[src/rtl/pipe_adder.sv]
// Pipelined WIDTH-bit adder: the carry chain is cut into STAGES slices, one per register stage,
// with valid/ready flow control. Define PIPE_ADDER_SUB_EN to add the sub (subtract-select) port.
module pipe_adder #(
    parameter int WIDTH  = 64,
    parameter int STAGES = 4
) (
    input  logic             clk,
    input  logic             resetn,
    input  logic             in_valid,
    output logic             in_ready,
    input  logic [WIDTH-1:0] operand1,
    input  logic [WIDTH-1:0] operand2,
    input  logic             cin,
`ifdef PIPE_ADDER_SUB_EN
    input  logic             sub,
`endif
    output logic             out_valid,
    input  logic             out_ready,
    output logic [WIDTH-1:0] result,
    output logic             cout,
    output logic             overflow
);

    localparam int SW   = WIDTH / STAGES;
    localparam int LAST = STAGES - 1;

    // Per stage: r_a holds summed slices 0..k plus the still-unsummed upper A slices.
    logic             r_valid [STAGES];
    logic [WIDTH-1:0] r_a     [STAGES];
    logic [WIDTH-1:0] r_b     [STAGES];
    logic             r_c     [STAGES];
    logic             r_ovf;

    logic [STAGES-1:0] w_load;
    logic              w_v_in     [STAGES];
    logic [WIDTH-1:0]  w_a_in     [STAGES];
    logic [WIDTH-1:0]  w_b_in     [STAGES];
    logic              w_c_in     [STAGES];
    logic [SW:0]       w_slice    [STAGES];
    logic [WIDTH-1:0]  w_a_next   [STAGES];
    logic [WIDTH-1:0]  w_op2;
    logic              w_ovf_last;

`ifdef PIPE_ADDER_SUB_EN
    assign w_op2 = sub ? ~operand2 : operand2;
`else
    assign w_op2 = operand2;
`endif

    // A stage loads when empty or when its occupant moves on this cycle.
    always_comb begin
        w_load       = '0;
        w_load[LAST] = !r_valid[LAST] || out_ready;
        for (int k = LAST - 1; k >= 0; k--) begin
            w_load[k] = !r_valid[k] || w_load[k+1];
        end
    end

    for (genvar k = 0; k < STAGES; k++) begin : g_stage_in
        if (k == 0) begin : g_first
            assign w_v_in[k] = in_valid;
            assign w_a_in[k] = operand1;
            assign w_b_in[k] = w_op2;
            assign w_c_in[k] = cin;
        end else begin : g_next
            assign w_v_in[k] = r_valid[k-1];
            assign w_a_in[k] = r_a[k-1];
            assign w_b_in[k] = r_b[k-1];
            assign w_c_in[k] = r_c[k-1];
        end
    end

    always_comb begin
        for (int k = 0; k < STAGES; k++) begin
            w_slice[k]  = {1'b0, w_a_in[k][k*SW +: SW]}
                        + {1'b0, w_b_in[k][k*SW +: SW]}
                        + {{SW{1'b0}}, w_c_in[k]};
            w_a_next[k] = w_a_in[k];
            w_a_next[k][k*SW +: SW] = w_slice[k][SW-1:0];
        end
    end

    // Carry into the MSB is recovered as a ^ b ^ sum at the top bit.
    assign w_ovf_last = w_a_in[LAST][WIDTH-1] ^ w_b_in[LAST][WIDTH-1]
                      ^ w_slice[LAST][SW-1]   ^ w_slice[LAST][SW];

    // NOTE: datapath registers are reset too, so result/cout/overflow read 0 as soon as resetn falls.
    always_ff @(posedge clk or negedge resetn) begin
        if (!resetn) begin
            for (int k = 0; k < STAGES; k++) begin
                r_valid[k] <= 1'b0;
                r_a[k]     <= '0;
                r_b[k]     <= '0;
                r_c[k]     <= 1'b0;
            end
            r_ovf <= 1'b0;
        end else begin
            // NOTE: non-blocking assignments let every stage sample the pre-edge value of its upstream neighbour.
            for (int k = 0; k < STAGES; k++) begin
                if (w_load[k]) begin
                    r_valid[k] <= w_v_in[k];
                    if (w_v_in[k]) begin
                        r_a[k] <= w_a_next[k];
                        r_b[k] <= w_b_in[k];
                        r_c[k] <= w_slice[k][SW];
                    end
                end
            end
            if (w_load[LAST] && w_v_in[LAST]) begin
                r_ovf <= w_ovf_last;
            end
        end
    end

    assign in_ready  = w_load[0];
    assign out_valid = r_valid[LAST];
    assign result    = r_a[LAST];
    assign cout      = r_c[LAST];
    assign overflow  = r_ovf;

endmodule

[config.mk]
export PLATFORM = sky130hd
export DESIGN_NAME = pipe_adder
export DESIGN_NICKNAME = d
export VERILOG_FILES = /design/src/rtl/pipe_adder.sv
export SDC_FILE = /design/constraint.sdc
export NUM_CORES = 1
export LEC_CHECK = 0
export CAP_MARGIN = 20
export CORE_MARGIN = 2
export CORE_UTILIZATION = 56
export DETAILED_ROUTE_END_ITERATION = 10
export PLACE_DENSITY = 0.81
export SLEW_MARGIN = 20
export SYNTH_ARGS = -nofsm -noshare
export SYNTH_HDL_FRONTEND = slang
export SYNTH_SLANG_ARGS = --single-unit
[constraint.sdc]
create_clock -name clk -period 4 [get_ports clk]
set_input_delay 0.8 -clock clk [delete_from_list [all_inputs] [get_ports clk]]
set_output_delay 0.8 -clock clk [all_outputs]
set_load 0.005 [all_outputs]
==> impl_metrics.env, run 1 <==
export IMPL_syn_nets=1615
export IMPL_finClkSkew_ps=15.3
export IMPL_crit_type="in -> reg"
export IMPL_intPower_mw=9.24
export IMPL_relSlewSlack_pct=40.3
export IMPL_clock_latency_ps=510
export IMPL_slowest_delay_ps=490
export IMPL_seqPwrFrac_pct=41.4
export IMPL_synth_edff_count=0
export IMPL_drt_iter0_drc=558
export IMPL_wl_per_cell_um=16.7
export IMPL_drc=0
export IMPL_cts_tree="done"
export IMPL_die_x_um=176
export IMPL_worstPathRequired_ps=4440
export IMPL_setup_viol=0
export IMPL_nets=1753
export IMPL_preCtsSetupSlack_ps=84.8
export IMPL_htree_levels=2
export IMPL_first_pass_iters=5
export IMPL_grt_max_degree=114
export IMPL_holdBufCountCts=0
export IMPL_grt_usage_pct=21.7
export IMPL_dieHeight_um=176
export IMPL_fin_crit_sh_pct=85.3
export IMPL_cts_clk_slew_worst_paths_ps=60
export IMPL_antenna_found_initial=1
export IMPL_row_count=62
export IMPL_cp_max_fo=4
export IMPL_start_util_pct=57.3
export IMPL_synthToLayoutAreaGrowth_pct=19.9
export IMPL_crit_slowest_cell="fa_1"
export IMPL_synthCells=1414
export IMPL_switching_power_mw=4.11
export IMPL_crit_family="compound AO/OA/AOI/OAI gates"
export IMPL_grt_pass1_wl_um=54200
export IMPL_die_area_um2=31000
export IMPL_ys_ff_latch=361
export IMPL_core_um2=28900
export IMPL_yosysSeqAreaShare_pct=54.5
export IMPL_hold_viol=0
export IMPL_power_leakage_nw=8.95
export IMPL_io_buffer_count=200
export IMPL_detail_route_antenna_nets=0
export IMPL_final_cell_mix="361 x dfrtp_1, 272 x nand2_1, 231 x mux2_2"
export IMPL_cts_resized=0
export IMPL_cap_violations=0
export IMPL_drive_gt1_share_pct=20.4
export IMPL_slew_violations=0
export IMPL_drt_total_wl_um=32700
export IMPL_cp_buffers_inverters=1
export IMPL_peakVddDrop_v=0.000359
export IMPL_rsz0062_at_grt="false"
export IMPL_grt_pass1_vias=10821
export IMPL_num_io_pins=201
export IMPL_vias_per_cell=5.42
export IMPL_cts_sinks=361
export IMPL_arrival_ps=3850
export IMPL_cts_buffers=39
export IMPL_syn_area_per_cell_um2=11.7
export IMPL_syn_area_um2=16600
export IMPL_p_comb_share_pct=32.3
export IMPL_globalRouteOverflowTotal=0
export IMPL_fin_tns_setup_ps=0
export IMPL_cp_start_kind="input pin"
export IMPL_p_sw_share_pct=30.8
export IMPL_synth_cell_types=54
export IMPL_synth_main_ff_cell="dfrtp_1"
export IMPL_clock_tree_root_cell="clkbuf_16"
export IMPL_post_cts_buffers=0
export IMPL_cts_buffer_depth=3
export IMPL_end_kind="flop"
export IMPL_crit_chain="clkdlybuf4s50_1 > fa_1 > fa_1 > a211oi_2 > o21bai_2 > a2111oi_4 > o21bai_2 > a211o_1 > a311o_1 > nand3_2"
export IMPL_nFillCells=2043
export IMPL_synth_async_sr_flop_share_pct=100
export IMPL_power_density_nw_per_um2=672
export IMPL_max_slew_worst_pin_slew_ps=896
export IMPL_final_common_cell="dfrtp_1"
export IMPL_outcome="complete, no violations"
export IMPL_dp_hpwl_um=22600
export IMPL_hold_path_class="in -> async"
export IMPL_p_clk_share_pct=26.4
export IMPL_max_freq_mhz=293
export IMPL_vias=10641
export IMPL_ys_warn_count=0
export IMPL_place_congestion=0.896
export IMPL_finalWorstSetupSlack_ps=588
export IMPL_min_period_ps=3410
per-layer routing:
metal	global-route usage [%]	part of all wire (%)	vias up
met4	7.44	2.9	0
met2	37.3	50	211
met5	0	0	-
met3	3.36	4.0	59
met1	28.3	43	5273
li1	-	-	5098
flip-flops by register name, indices dropped and copies added (netlist names):
signal and cells:
r_a 192, out_valid 1, overflow 1, cout 1, r_b 96, result 64
r_valid 3, r_c 3
layout make-up:
cell class / instances / area [um2] / area share (%)
Multi-Input combinational cell: 922 / 6820 / 34.3
Timing Repair Buffer: 216 / 2210 / 11.1
Sequential cell: 361 / 9030 / 45.5
Antenna cell: 1 / 2.50 / 0.0126
Clock buffer: 58 / 1160 / 5.84
Inverter: 12 / 45.0 / 0.227
Clock inverter: 10 / 110 / 0.554
Tap cell: 384 / 480 / 2.42
power groups by stage:
stage / logic (mW) / registers [mW] / clock network (mW)
2_1_floorplan: 3.22 / 5.32 / 0
3_3_place_gp: 4.13 / 5.52 / 0
3_5_place_dp: 4.29 / 5.58 / 0
4_1_cts: 4.33 / 5.53 / 3.59
5_1_grt: 4.77 / 5.67 / 3.75
6_report: 4.31 / 5.52 / 3.52
synth_stat cells, drive strengths merged (2+ instances only):
cell type  instances  share of area, %
buf               72               3.1
o211ai             2             0.091
nand3b             2             0.091
fa                 8              0.97
o21a               5              0.23
ha                60               4.5
a21oi             48               1.5
nor3               9              0.27
o31ai              7              0.32
a211oi            12              0.57
a31oi              5              0.19
o21ai             88               2.7
and3               4              0.15
nor2b              3              0.11
o221ai             2              0.11
o21bai             7              0.36
inv               12              0.27
and4               2              0.11
nand2            275               6.2
clkbuf            47               1.1
a41oi              2              0.11
dfrtp            361                55
and2               3              0.11
or3                4              0.15
nand4              3              0.11
mux2             231                16
xor2              28               1.5
a2111oi            2              0.26
a21o              23               1.0
xnor2             25               1.3
o2111ai            2              0.11
nor2              25              0.57
a211o              5              0.26
nand2b            12              0.45
nand3              6              0.21
logic make-up (layout without fill, tap and decap cells):
group           after synthesis  count (layout)  share of synthesized area, %
flops                       361             361                          54.5
simple gates                353             353                          8.84
mux                         231             231                          15.7
compound gates              217             217                          8.14
buf+inv                     131             296                          4.48
fa+ha+maj                    68              68                          5.50
xor+xnor                     53              53                          2.80
other cells                   0               1                             0
path summary, 6_finish.rpt:
| kind | start | to | slack (ps) | cells after the start |
|---|---|---|---|---|
| setup / recovery | operand1[0] | r_a[206] | 590 | 10 |
| hold / removal | resetn | r_a[208] | 370 | 1 |
| setup reg to reg | r_a[160] | r_a[110] | 710 | 9 |
| hold reg to reg | r_b[181] | r_b[117] | 460 | 2 |
| max in group asynchronous | resetn | result[38] | 2620 | 2 |
| min in group clk | r_b[181] | r_b[117] | 460 | 2 |
per-stage QoR:
step | hold slack, ps | instance area (um2) | utilization (%) | instances | power, mW
3_3_place_gp | 440 | 18600 | 64.3 | 1895 | 9.64
2_1_floorplan | 433 | 16600 | - | 1414 | 8.54
3_5_place_dp | 447 | 18600 | 64.3 | 1895 | 9.87
6_report | 365 | 19900 | 68.7 | 1964 | 13.4
4_1_cts | 406 | 19900 | 68.7 | 1963 | 13.5
5_1_grt | 444 | 19900 | 68.7 | 1964 | 14.2
No activity file was read; power rests on OpenSTA's default activity.
==> run 2: changes to the inputs <==
--- a/config.mk
+++ b/config.mk
@@ -7,9 +7,11 @@
 export LEC_CHECK = 0
 export CAP_MARGIN = 20
 export CORE_MARGIN = 2
-export CORE_UTILIZATION = 56
+export CORE_UTILIZATION = 62
 export DETAILED_ROUTE_END_ITERATION = 10
-export PLACE_DENSITY = 0.81
+export DONT_BUFFER_PORTS = 1
+export PLACE_DENSITY = 0.79
+export SKIP_LAST_GASP = 1
 export SLEW_MARGIN = 20
 export SYNTH_ARGS = -nofsm -noshare
 export SYNTH_HDL_FRONTEND = slang
==> run 2 against run 1 <==
The run now ends with design-rule violations, negative hold slack left. Cell count shrank 13%. Non-clock buffer count shrank 210. Setup slack gained 350 ps. Register-to-register slack gained 230 ps. Combinational power shrank 23%. Hold slack lost 370 ps. Core utilization shrank 0.99 points. Global-route usage grew 0.058 points. Clock skew shrank 1.1 ps. Routed wire length shrank 9.3%. Critical path type is now reg -> reg. Critical endpoint is now r_a[110]. Largest power group unchanged.
==> impl_metrics.env, run 2 (same netlist as run 1, synthesis figures left out) <==
export IMPL_min_period_ps=3060
export IMPL_final_cell_mix="361 x dfrtp_1, 272 x nand2_1, 231 x mux2_2"
export IMPL_final_common_cell="dfrtp_1"
export IMPL_power_density_nw_per_um2=700
export IMPL_grt_pass1_vias=9943
export IMPL_nFillCells=1885
export IMPL_slowest_delay_ps=490
export IMPL_violations="design-rule violations, negative hold slack"
export IMPL_die_area_um2=28000
export IMPL_nets=1542
export IMPL_cts_buffer_depth=3
export IMPL_cts_sinks=361
export IMPL_cts_tree="done"
export IMPL_grt_max_degree=362
export IMPL_vias=9806
export IMPL_die_x_um=167
export IMPL_drt_total_wl_um=29700
export IMPL_crit_type="reg -> reg"
export IMPL_clock_latency_ps=520
export IMPL_cts_buffers=38
export IMPL_top_register="r_a"
export IMPL_setup_viol=0
export IMPL_relSlewSlack_pct=30.7
export IMPL_fin_tns_setup_ps=0
export IMPL_antenna_found_initial=5
export IMPL_num_io_pins=201
export IMPL_dp_hpwl_um=19800
export IMPL_cp_max_fo=3
export IMPL_drt_iter0_drc=592
export IMPL_synthToLayoutAreaGrowth_pct=6.75
export IMPL_finClkSkew_ps=14.2
export IMPL_max_freq_mhz=326
export IMPL_clock_tree_root_cell="clkbuf_16"
export IMPL_worstPathRequired_ps=4410
export IMPL_seqPwrFrac_pct=45.2
export IMPL_rrSetupSlack_ps=940
export IMPL_slew_violations=0
export IMPL_place_inst=1636
export IMPL_hold_path_class="in -> async"
export IMPL_detail_route_antenna_nets=0
export IMPL_largest_reg_flops=192
export IMPL_drc=18
export IMPL_max_slew_worst_pin_slew_ps=1040
export IMPL_cp_start_kind="flop"
export IMPL_end_kind="flop"
export IMPL_fin_cells=1711
export IMPL_first_pass_iters=8
export IMPL_p_sw_share_pct=30.9
export IMPL_cts_resized=0
export IMPL_grt_pass1_wl_um=49700
export IMPL_power_leakage_nw=8.11
export IMPL_core_um2=26100
export IMPL_peakVddDrop_v=0.000441
export IMPL_wl_per_cell_um=17.4
export IMPL_arrival_ps=3470
export IMPL_p_clk_share_pct=28.1
export IMPL_io_buffer_count=0
export IMPL_hold_viol=1
export IMPL_fin_crit_sh_pct=76.6
export IMPL_hold_slack_ps=-1.95
export IMPL_row_count=59
export IMPL_globalRouteOverflowTotal=0
export IMPL_intPower_mw=8.55
export IMPL_cap_violations=0
export IMPL_start_util_pct=63.4
export IMPL_place_congestion=0.827
export IMPL_grt_usage_pct=21.7
export IMPL_cts_clk_slew_worst_paths_ps=60
export IMPL_dieHeight_um=167
export IMPL_p_comb_share_pct=26.7
export IMPL_rsz0062_at_grt="false"
export IMPL_crit_chain="fa_1 > fa_1 > a21oi_1 > o21ai_1 > a2111oi_2 > or3_1 > a21oi_1 > or3_1 > a31o_2"
export IMPL_crit_slowest_cell="fa_1"
export IMPL_crit_family="compound AO/OA/AOI/OAI gates"
export IMPL_post_cts_buffers=0
export IMPL_htree_levels=2
export IMPL_outcome="finished with violations"
export IMPL_drive_gt1_share_pct=23.1
export IMPL_switching_power_mw=3.83
export IMPL_cp_buffers_inverters=0
export IMPL_vias_per_cell=5.73
[run 2: stage by stage]
step / setup slack (ps) / utilization, % / total power [mW] / cell area, um2
after detailed placement: 435 / 62.8 / 8.97 / 16400
after floorplan: 632 / - / 8.54 / 16600
after global routing: 726 / 67.6 / 13.2 / 17700
final: 935 / 67.7 / 12.4 / 17700
after global placement: 501 / 62.8 / 8.76 / 16400
after CTS: 933 / 67.6 / 12.5 / 17700
[run 2: final timing paths]
| kind | cells past startpoint | endpoint | from |
|---|---|---|---|
| max | 9 | r_a[110] | r_a[160] |
| min | 0 | r_b[215] | resetn |
| min reg2reg | 2 | r_a[91] | r_a[155] |
| max reg2reg | 9 | r_a[110] | r_a[160] |
| max in group asynchronous | 0 | r_a[111] | resetn |
| min in group clk | 1 | r_valid[3] | in_valid |
[run 2: cell type report]
cell class                 instances  area, um2  share of cell area [%]
inverter                          12       45.0                   0.255
sequential                       361       9030                    51.1
antenna                            6       15.0                  0.0849
clock buffer                      55       1160                    6.55
tap                              335        419                    2.37
clock inverter                    14        109                   0.616
timing repair buffer               6       82.6                   0.467
multi-input combinational        922       6820                    38.6
[run 2: routing by layer]
| layer | up-vias | wire (um) | global-route usage, % |
|---|---|---|---|
| li1 | 4689 | - | - |
| met1 | 4871 | 12700 | 28.6 |
| met2 | 187 | 14400 | 35.8 |
| met3 | 59 | 1740 | 5.22 |
| met4 | 0 | 798 | 7.49 |
| met5 | - | 0 | 0 |
[run 2: power groups by stage]
| stage | clock [mW] | sequential [mW] | combinational, mW |
|---|---|---|---|
| floorplan | 0 | 5.32 | 3.22 |
| global placement | 0 | 5.61 | 3.15 |
| detailed placement | 0 | 5.67 | 3.30 |
| CTS | 3.56 | 5.61 | 3.33 |
| global route | 3.71 | 5.75 | 3.76 |
| finish | 3.47 | 5.60 | 3.31 |
==> run 3: changes to the inputs <==
--- a/config.mk
+++ b/config.mk
@@ -7,10 +7,10 @@
 export LEC_CHECK = 0
 export CAP_MARGIN = 20
 export CORE_MARGIN = 2
-export CORE_UTILIZATION = 62
+export CORE_UTILIZATION = 58
 export DETAILED_ROUTE_END_ITERATION = 10
 export DONT_BUFFER_PORTS = 1
-export PLACE_DENSITY = 0.79
+export PLACE_DENSITY = 0.77
 export SKIP_LAST_GASP = 1
 export SLEW_MARGIN = 20
 export SYNTH_ARGS = -nofsm -noshare
==> constraint.sdc (replaced) <==
create_clock -name clk -period 2.73 [get_ports clk]
set_input_delay 0.546 -clock clk [delete_from_list [all_inputs] [get_ports clk]]
set_output_delay 0.546 -clock clk [all_outputs]
set_load 0.005 [all_outputs]
==> run 3 against run 2 <==
The flow finishes with violations (negative hold slack). Critical path depth did not move. Maximum frequency rose by 14%. Sequential share of layout area fell by 0.91 points. Core utilization fell by 3.2 points. Largest power group unchanged. First-iteration DRC count fell by 6.4%.
==> impl_metrics.env, run 3 (same netlist as run 1, synthesis figures left out) <==
export IMPL_die_x_um=173
export IMPL_grt_pass1_wl_um=50500
export IMPL_htree_levels=2
export IMPL_peakVddDrop_v=0.000708
export IMPL_cts_buffers=38
export IMPL_cts_sinks=361
export IMPL_max_freq_mhz=374
export IMPL_relSlewSlack_pct=21.8
export IMPL_grt_max_degree=362
export IMPL_die_area_um2=29900
export IMPL_row_count=61
export IMPL_min_period_ps=2680
export IMPL_final_common_cell="dfrtp_1"
export IMPL_cts_tree="done"
export IMPL_drt_iter0_drc=554
export IMPL_clock_tree_root_cell="clkbuf_16"
export IMPL_core_um2=27900
export IMPL_power_density_nw_per_um2=1040
export IMPL_hold_path_class="in -> async"
export IMPL_p_clk_share_pct=28.9
export IMPL_grt_usage_pct=20.5
export IMPL_antenna_found_initial=5
export IMPL_cts_buffer_depth=3
export IMPL_globalRouteOverflowTotal=0
export IMPL_slew_violations=0
export IMPL_start_util_pct=59.3
export IMPL_io_buffer_count=0
export IMPL_vias_per_cell=5.55
export IMPL_cap_violations=0
export IMPL_cts_clk_slew_worst_paths_ps=60
export IMPL_hold_slack_ps=-263
export IMPL_cp_start_kind="flop"
export IMPL_crit_start="r_a[160]"
export IMPL_switching_power_mw=5.76
export IMPL_finClkSkew_ps=8.59
export IMPL_p_comb_share_pct=27.1
export IMPL_setup_viol=0
export IMPL_detail_route_antenna_nets=0
export IMPL_cp_max_fo=2
export IMPL_p_sw_share_pct=30.8
export IMPL_dieHeight_um=173
export IMPL_final_cell_mix="361 x dfrtp_1, 272 x nand2_1, 231 x mux2_2"
export IMPL_drive_gt1_share_pct=24.8
export IMPL_place_congestion=0.864
export IMPL_rsz0062_at_grt="true"
export IMPL_synthToLayoutAreaGrowth_pct=8.69
export IMPL_fin_crit_sh_pct=98.1
export IMPL_arrival_ps=3080
export IMPL_seqPwrFrac_pct=44.0
export IMPL_max_slew_worst_pin_slew_ps=1170
export IMPL_dp_hpwl_um=20600
export IMPL_wl_per_cell_um=17.4
export IMPL_nets=1556
export IMPL_r2r_start="r_a[160]"
export IMPL_num_io_pins=201
export IMPL_hold_viol=361
export IMPL_drc=0
export IMPL_fin_tns_setup_ps=0
export IMPL_largest_reg_flops=192
export IMPL_post_cts_buffers=0
export IMPL_power_total_mw=18.7
export IMPL_violations="negative hold slack"
export IMPL_vias=9782
export IMPL_outcome="finished with violations"
export IMPL_grt_pass1_vias=9996
export IMPL_power_leakage_nw=8.24
export IMPL_worstPathRequired_ps=3130
export IMPL_clock_latency_ps=520
export IMPL_drt_total_wl_um=30600
export IMPL_end_kind="flop"
export IMPL_crit_type="reg -> reg"
export IMPL_intPower_mw=13.0
export IMPL_top_register="r_a"
export IMPL_first_pass_iters=5
-- run 3: cell types whose count changed in the layout (fill, tap and decap cells not counted), moves of 3 or more --
cell       before  now
buf_12          3    6
fa_1            8    2
fa_2            0    6
bufinv_16       1    5
buf_4           3   14
-- run 3: power by group through the flow --
stage	sequential [mW]	clock, mW	combinational [mW]
after floorplan	7.80	0	4.72
after CTS	8.25	5.54	5.07
after detailed placement	8.33	0	4.99
final	8.23	5.42	5.07
after global routing	8.46	5.76	5.73
after global placement	8.25	0	4.77
-- run 3: per-stage QoR --
stage                     instances  util, %  setup WS, ps  instance area, um2
after global routing           1763     64.4         -54.1               18000
after global placement         1693     59.4          -280               16600
after CTS                      1760     64.3         -17.8               18000
final                          1764     64.5          52.9               18000
after floorplan                1414        -          -169               16600
after detailed placement       1693     59.4          -334               16600
-- run 3: critical path, cell delays in order (launching register included) --
cell and delay, ps:
dfrtp_1 410, fa_2 410, fa_2 370, a21oi_2 150, o21ai_2 90, a2111oi_4 310
or3_4 200, a21oi_1 70, or3_1 310, a31o_2 230
-- run 3: path summary, 6_finish.rpt --
| check | to | slack (ps) | cells past startpoint |
|---|---|---|---|
| max in group asynchronous | r_a[71] | 2040 | 0 |
| worst max register to register | r_a[110] | 50 | 9 |
| worst min-delay path | r_b[212] | -260 | 0 |
| worst min register to register | r_a[126] | 460 | 2 |
| min in group clk | r_valid[3] | 140 | 1 |
| worst max-delay path | r_a[110] | 50 | 9 |
-- run 3: what timing repair did --
action,in CTS,in global routing
hold endpoints to repair,361,361
pin swaps,2,2
setup endpoints to repair,2,7
resized for setup,6,5
-- run 3: cell type report --
class                   instances  area [um2]
diodes                          4        10.0
clock buffers                  51        1120
clock inverters                16         214
fillers                      2130        9930
inverters                      12        45.0
multi-input cells             922        6880
flip-flops and latches        361        9030
well taps                     378         473
repair buffers                 20         225
-- run 3: per-layer routing --
layer	vias up	GRT usage, %	routed length, um
met3	43	4.93	1790
met5	-	0	0
met1	4843	26.6	13300
li1	4702	-	-
met4	0	5.90	522
met2	194	34.6	15000
